`config.mk`:
```
export PLATFORM = sky130hd
export DESIGN_NAME = irq_service_ctrl
export DESIGN_NICKNAME = d
export VERILOG_FILES = /design/src/rtl/irq_service_ctrl.sv
export SDC_FILE = /design/constraint.sdc
export NUM_CORES = 1
export LEC_CHECK = 0
export CAP_MARGIN = 20
export CELL_PAD_IN_SITES_DETAIL_PLACEMENT = 1
export CELL_PAD_IN_SITES_GLOBAL_PLACEMENT = 1
export CORE_AREA = 2 2 103 75
export CTS_BUF_LIST = sky130_fd_sc_hd__clkbuf_2
export CTS_CLUSTER_SIZE = 40
export DETAILED_ROUTE_END_ITERATION = 6
export DIE_AREA = 0 0 105 77
export GPL_TIMING_DRIVEN = 0
export PLACE_DENSITY = 0.85
export SLEW_MARGIN = 5
export SYNTH_ARGS = -nofsm -noshare
export SYNTH_HDL_FRONTEND = slang
export SYNTH_SLANG_ARGS = --single-unit
```
`constraint.sdc`:
```
create_clock -name clk_i -period 1.9 [get_ports clk_i]
set_clock_uncertainty 0.15 [all_clocks]
set_input_delay 0.38 -clock clk_i [delete_from_list [all_inputs] [get_ports clk_i]]
set_output_delay 0.38 -clock clk_i [all_outputs]
set_load 0.01 [all_outputs]
```
`src/rtl/irq_service_ctrl.sv`:
```
// irq_service_ctrl: captures per-source interrupt requests and payloads,
// applies a software mask, and presents one interrupt at a time, chosen by
// fixed priority (highest index wins), over a valid/ready handshake.
// Every output comes straight from a register, so there is no combinational
// path from irq_i or irq_ready_i to any output.
module irq_service_ctrl #(
    parameter int N_SRC = 4,
    parameter int DW    = 8,
    parameter int IDW   = $clog2(N_SRC)
) (
    input  logic                clk_i,
    input  logic                rst_ni,
    input  logic [N_SRC-1:0]    irq_i,
    input  logic [N_SRC*DW-1:0] data_i,
    input  logic                mask_we_i,
    input  logic [N_SRC-1:0]    mask_wdata_i,
    output logic                irq_valid_o,
    input  logic                irq_ready_i,
    output logic [IDW-1:0]      irq_id_o,
    output logic [DW-1:0]       irq_data_o,
    output logic [N_SRC-1:0]    grant_o,
    output logic [N_SRC-1:0]    pending_o,
    output logic [N_SRC-1:0]    mask_o,
    output logic [N_SRC-1:0]    overrun_o,
    input  logic [N_SRC-1:0]    overrun_clr_i
);

    typedef enum logic {
        ST_IDLE    = 1'b0,
        ST_PRESENT = 1'b1
    } state_t;

    state_t             r_state;
    state_t             w_stateNext;

    logic [N_SRC-1:0]   r_pending;
    logic [N_SRC-1:0]   r_overrun;
    logic [N_SRC-1:0]   r_mask;
    logic [DW-1:0]      r_buf [N_SRC];

    logic               r_valid;
    logic [IDW-1:0]     r_id;
    logic [DW-1:0]      r_data;
    logic [N_SRC-1:0]   r_grant;

    logic               w_validNext;
    logic [IDW-1:0]     w_idNext;
    logic [DW-1:0]      w_dataNext;
    logic [N_SRC-1:0]   w_grantNext;

    logic               w_handshake;
    logic [N_SRC-1:0]   w_clrPend;
    logic [N_SRC-1:0]   w_capture;
    logic [N_SRC-1:0]   w_ovrSet;
    logic [N_SRC-1:0]   w_pendingNext;
    logic [N_SRC-1:0]   w_req;
    logic               w_reqAny;
    logic [IDW-1:0]     w_selId;

    // The handshake can only happen while an interrupt is presented.
    assign w_handshake = r_valid & irq_ready_i;

    // Per-source capture decision; a new request arriving in the same cycle
    // as the handshake for that source re-arms it instead of overrunning.
    always_comb begin
        w_clrPend = '0;
        w_capture = '0;
        w_ovrSet  = '0;
        for (int n = 0; n < N_SRC; n++) begin
            w_clrPend[n] = w_handshake && (r_id == IDW'(n));
            w_capture[n] = irq_i[n] && (!r_pending[n] || w_clrPend[n]);
            w_ovrSet[n]  = irq_i[n] && r_pending[n] && !w_clrPend[n];
        end
        w_pendingNext = (r_pending & ~w_clrPend) | w_capture;
    end

    // Pending, payload buffers, sticky overrun flags (set beats clear) and mask.
    always_ff @(posedge clk_i or negedge rst_ni) begin
        if (!rst_ni) begin
            r_pending <= '0;
            r_overrun <= '0;
            r_mask    <= '1;
            for (int n = 0; n < N_SRC; n++) begin
                r_buf[n] <= '0;
            end
        end else begin
            r_pending <= w_pendingNext;
            r_overrun <= (r_overrun & ~overrun_clr_i) | w_ovrSet;
            if (mask_we_i) begin
                r_mask <= mask_wdata_i;
            end
            for (int n = 0; n < N_SRC; n++) begin
                if (w_capture[n]) begin
                    r_buf[n] <= data_i[n*DW +: DW];
                end
            end
        end
    end

    // Fixed-priority pick among enabled pending sources; highest index wins.
    always_comb begin
        w_req    = r_pending & r_mask;
        w_reqAny = |w_req;
        w_selId  = '0;
        for (int n = 0; n < N_SRC; n++) begin
            if (w_req[n]) begin
                w_selId = IDW'(n);
            end
        end
    end

    // FSM state register.
    always_ff @(posedge clk_i or negedge rst_ni) begin
        if (!rst_ni) begin
            r_state <= ST_IDLE;
        end else begin
            r_state <= w_stateNext;
        end
    end

    // Next state and next presented interrupt; held unchanged while presenting.
    always_comb begin
        w_stateNext = r_state;
        w_validNext = r_valid;
        w_idNext    = r_id;
        w_dataNext  = r_data;
        w_grantNext = r_grant;
        case (r_state)
            ST_IDLE: begin
                if (w_reqAny) begin
                    w_stateNext = ST_PRESENT;
                    w_validNext = 1'b1;
                    w_idNext    = w_selId;
                    w_dataNext  = r_buf[w_selId];
                    w_grantNext = {{(N_SRC-1){1'b0}}, 1'b1} << w_selId;
                end else begin
                    w_validNext = 1'b0;
                    w_idNext    = '0;
                    w_dataNext  = '0;
                    w_grantNext = '0;
                end
            end
            ST_PRESENT: begin
                if (w_handshake) begin
                    w_stateNext = ST_IDLE;
                    w_validNext = 1'b0;
                    w_idNext    = '0;
                    w_dataNext  = '0;
                    w_grantNext = '0;
                end
            end
            default: begin
                w_stateNext = ST_IDLE;
                w_validNext = 1'b0;
                w_idNext    = '0;
                w_dataNext  = '0;
                w_grantNext = '0;
            end
        endcase
    end

    // Registered presentation outputs.
    always_ff @(posedge clk_i or negedge rst_ni) begin
        if (!rst_ni) begin
            r_valid <= 1'b0;
            r_id    <= '0;
            r_data  <= '0;
            r_grant <= '0;
        end else begin
            r_valid <= w_validNext;
            r_id    <= w_idNext;
            r_data  <= w_dataNext;
            r_grant <= w_grantNext;
        end
    end

    assign irq_valid_o = r_valid;
    assign irq_id_o    = r_id;
    assign irq_data_o  = r_data;
    assign grant_o     = r_grant;
    assign pending_o   = r_pending;
    assign mask_o      = r_mask;
    assign overrun_o   = r_overrun;

endmodule

```
# [Yosys cells after proc, flatten, opt, wreduce, memory -nomap -nowiden]
# Cells that the tools add are included.
[op_classes] add_sub_neg=0 mul=0 div=0 n_lt_le_gt_ge=1 n_eq_ne=4 shifts=1 n_mux=20 n_bitwise=10 reduce_logical=30
[op_table] operator="8-bit 2-to-1 mux" n=4
[op_table] operator="8-bit binary-select mux with 2-bit select" n=1
[op_table] operator="1-bit logical AND" n=16
[op_table] operator="8-bit case mux with 2 select lines" n=1
[op_table] operator="4-bit bitwise AND" n=3
[op_table] operator="1-bit logical NOT" n=8
[op_table] operator="2-bit 2-to-1 mux" n=4
[op_table] operator="4-bit 2-to-1 mux" n=2
[op_table] operator="4-bit inverter" n=2
[op_table] operator="4-bit OR" n=2
[op_table] operator="4-bit case mux with 2 select lines" n=1
[op_table] operator="2-bit equality test, second input constant" n=2
[op_table] operator="1-bit logical OR" n=4
[op_table] operator="1-bit 2-to-1 mux" n=4
[op_table] operator="1-bit case mux with 2 select lines" n=2
[op_table] operator="2-bit case mux with 2 select lines" n=1
[op_table] operator="4-bit OR reduction" n=1
[op_table] operator="1-bit by 2-bit left shift with 4-bit output, first input constant" n=1
[op_table] operator="3-bit >= comparator, second input constant" n=1
[op_table] operator="2-bit inverter with 3-bit output" n=1
[op_table] operator="2-bit by 1-bit equality test with 1-bit output, second input constant" n=1
[op_table] operator="2-bit logical NOT" n=1
[op_table] operator="2-bit by 1-bit inequality test with 1-bit output, second input constant" n=1
[op_table] operator="1-bit bitwise AND" n=1
[op_table] operator="1-bit inverter" n=1
[word_totals] register_bits=60 latch_bits=0 mem_bits_rw=0 rom_bits=0 input_bits=48 output_inout_bits=27 n_memories=0

# [Longest topological paths before layout]
[depth] word_depth=10 depth_mapped=5 mapped_depth_nobuf=3

# [Worst setup path after synthesis]
# OpenSTA, ideal clock, no wires.
[synth_path] path_kind="reg2reg" from="register r_valid (netlist: irq_valid_o)" to="register r_buf[24] (netlist name)" t_arrival_ps=1386 setup_slack_ps=240 path_stages_with_launch=4 synth_period_minus_slack_ps=1660 cell_sequence="dfrtp_1 -> and4bb_2 -> o21ai_2 -> mux2_2"
[synth_between] elab_chain_len=4
[synth_lines] item="start: declaration" line_no="41" text="logic r_valid;"
[synth_lines] item="start signal: assignment" line_no="170" text="r_valid <= w_validNext;"
[synth_lines] item="1-bit bitwise AND" line_no="61" text="assign w_handshake = r_valid & irq_ready_i;"
[synth_lines] item="1-bit logical AND" line_no="70" text="w_clrPend[n] = w_handshake && (r_id == IDW'(n));"
[synth_lines] item="1-bit logical OR" line_no="71" text="w_capture[n] = irq_i[n] && (!r_pending[n] || w_clrPend[n]);"
[synth_lines] item="1-bit logical AND" line_no="71"
[synth_lines] item="end signal: indexed assignment" line_no="94" text="r_buf[n] <= data_i[n*DW +: DW];"
[synth_lines] item="end: declaration" line_no="39" text="logic [DW-1:0] r_buf [N_SRC];"
# Every way passes these cells.
# A chain may end at the register's enable or synchronous reset.

# [Worst setup path in the final report]
[layout_path] from="register r_mask[2] (netlist: mask_o[2])" to="output mask_o[2]"
[layout_rtl] item="start: declaration" line_no="38" text="logic [N_SRC-1:0] r_mask;"
[layout_rtl] item="start signal: assignment" line_no="90" text="r_mask <= mask_wdata_i;"
[layout_rtl] item="end: declaration" line_no="23" text="output logic [N_SRC-1:0] mask_o,"
# No word-level cell between the ends.

==> impl_metrics.ini <==
[setup_path]
path_cells = dlygate4sd2_1
reg2reg_from = irq_id_o[1]$_DFFE_PN0P_
r2r_cells = 4
start_kind = register
arrival_ns = 1.32
crit_cells = 1
cpMaxStageDelayCell = dfstp_2
critPathBufInv = 1
cp-end-kind = output port
criticalPathCategory = register to output port
required_ns = 1.37
cp_top_family = flip-flops
rrSetupSlack_ns = 0.07
reg2reg_to = r_buf[22]$_DFFE_PN0P_
cpPeakStageDelay_ns = 0.57
crit_fanout = 3

[sta]
setup_viol = 0
setup_slack_ns = 0.0543
hold_slack_ns = 0.281
worst_pin_slew_ns = 0.758
relSlewSlack_pct = 49.4
fmax_ghz = 0.542
rsz0062_at_grt = no
timing.final.crit_share_pct = 97.1
hold_violations = 0
slew_violations = 0
fin_crit_ns = 1.85
setup_tns_ns = 0

[global_routing]
busiest_layer = met2
grt_pass1_vias = 2394
grt_max_degree = 61
grt_overflow = 0
use_met2_pct = 33.6
track_usage_pct = 20.4
grtUsageMet1_pct = 26.3
antenna_found_initial = 0
grtUsageMet3_pct = 6.38
grt_first_pass_wirelength_microns = 12600

[clock_tree]
cts_buffer_depth = 2
clk_pin_slew_ns = 0.16
cts-htree-levels = 3
clock_sinks = 60
cts_buffers = 9
cts_tree = done
cts.root.buffer_cell = clkbuf_2
clkLatencyLatePin_ns = 0.48

[drt]
drt_wl_total_microns = 7620
drc = 0
viasPerCell = 5.12
drtIter0Drc = 96
ant_nets = 0
wl_per_cell_microns = 18.2
dr_total_vias = 2145
first_pass_iters = 4

[die]
die_area_sq_um = 8090
start_util_pct = 37.2
io_pins = 75
die_height_microns = 77
rows = 26
core_sq_um = 7090
die_width_microns = 105

[logic_synthesis]
synth_edf_count = 0
synthCells = 216
synthTopCellsByArea = dfrtp_1, mux2_2, dfstp_2
ys_ff_latch = 60
yosys_warnings = 0
mappedNetlistArea_sq_um = 2640
synth_cell_type_count = 28
avgSynthCellArea_sq_um = 12.2
yosys_most_used_dff = dfrtp_1
synth_top_area_share_pct = 53.1
synth-async-reset-ratio_pct = 100
yosysTopAreaCell = dfrtp_1
syn_nets = 264
yosysSeqAreaShare_pct = 57.1

[placement]
pre_cts_ws_ns = -0.412
gp_congestion = 0.760
post-dp-hpwl_microns = 5520
place_area_sq_um = 3500
io_buffer_count = 74

[cells_and_area]
drive_gt1_share_pct = 27.8
multi_input_area_sq_um = 1070
final_cell_mix = dfrtp_1, clkdlybuf4s50_1, mux2_2
stdcell_area_sq_um = 3680
area_delta_synth_final_pct = 39.4
fillers = 825
fin_nets = 364
register_area_sq_um = 1510
final_common_cell = dfrtp_1

[min_path]
min-delay-start = overrun_clr_i[0]
min_path_cells = 2
hp-class = input port to register
holdPathEnd = overrun_o[0]$_DFF_PN0_

[power]
p_per_area_nw_per_um2 = 1290
max-vdd-ir-drop_v = 0.000411
p_leak_nw = 1.63

[run]
cap_violations = 0

[outcome]
outcome = finished, final reports clean
## Yosys cell counts (3+ instances only)
cell type,n
mux2_2,36
o21ai_0,13
nand4_1,9
a22oi_1,9
and3_1,8
clkbuf_1,7
dfrtp_1,56
a21boi_0,8
dfstp_2,4
a32oi_1,8
buf_2,3
nand2_1,27
inv_1,8
## metal layers
layer,share of wire [%],up-vias
met4,1.2,0
met3,5.2,8
met2,49,59
li1,-,997
met1,44,1081
met5,0,-
## worst reg2reg max path: stages, from the launching register on
cell and delay (ns):
dfrtp_1 0.43, buf_4 0.17, nand4b_1 0.27, a21oi_4 0.34
mux2_2 0.37
## worst max-delay path by stage
stage	from	endpoint
global route	irq_id_o[0]$_DFFE_PN0P_	r_buf[15]$_DFFE_PN0P_
floorplan	irq_valid_o$_DFFE_PN0P_	r_buf[24]$_DFFE_PN0P_
CTS	mask_o[1]$_DFFE_PN1P_	irq_data_o[0]$_DFFE_PN0P_
global placement	rst_ni	r_buf[21]$_DFFE_PN0P_
detailed placement	irq_ready_i	r_buf[28]$_DFFE_PN0P_
finish	mask_o[2]$_DFFE_PN1P_	mask_o[2]
## power by group
| part | internal (mW) | leakage (nW) | switching, mW |
|---|---|---|---|
| Combinational | 1.04 | 0.851 | 0.909 |
| Sequential | 1.83 | 0.713 | 0.354 |
| Clock | 0.176 | 0.0616 | 0.456 |
| Total | 3.04 | 1.63 | 1.72 |
## per-stage QoR
stage	total power [mW]	std cells	utilization, %
after global routing	5.08	418	51.8
after floorplan	3.19	216	-
after global placement	3.97	388	49.4
final	4.76	419	51.9
after CTS	4.78	420	51.9
after detailed placement	4.09	388	49.3
## cells by family after synthesis
| kind of cell | count (synthesis) | share of synthesized area [%] |
|---|---|---|
| AND/OR/NAND/NOR | 51 | 9.86 |
| multiplexers | 36 | 15.4 |
| buffers and inverters | 18 | 2.70 |
| flip-flops | 60 | 57.1 |
| AO/OA/AOI/OAI | 51 | 15.0 |
## layout make-up
type	instances	area share [%]
antenna	1	0.0680
buffer	8	0.986
clock buffer	12	1.63
clock inverter	3	0.408
inverter	8	0.816
multi-input combinational	138	29.0
sequential	60	41.1
tap	98	3.33
timing repair buffer	91	22.7
## flip-flops by register name (all words and copies together), names as in the netlist
register	cells
irq_data_o	8
r_state	1
irq_valid_o	1
overrun_o	4
grant_o	4
r_buf	32
irq_id_o	2
mask_o	4
pending_o	4
## what timing repair did
| action | in CTS | in global routing |
|---|---|---|
| hold buffers | 1 | 0 |
| endpoints found under the hold margin | 56 | 0 |
| gates resized for setup | 32 | 7 |
| pin swaps | 0 | 1 |
| endpoints found under the setup margin | 27 | 14 |
| setup buffers | 16 | 0 |
No activity file was read; power rests on OpenSTA's default activity.
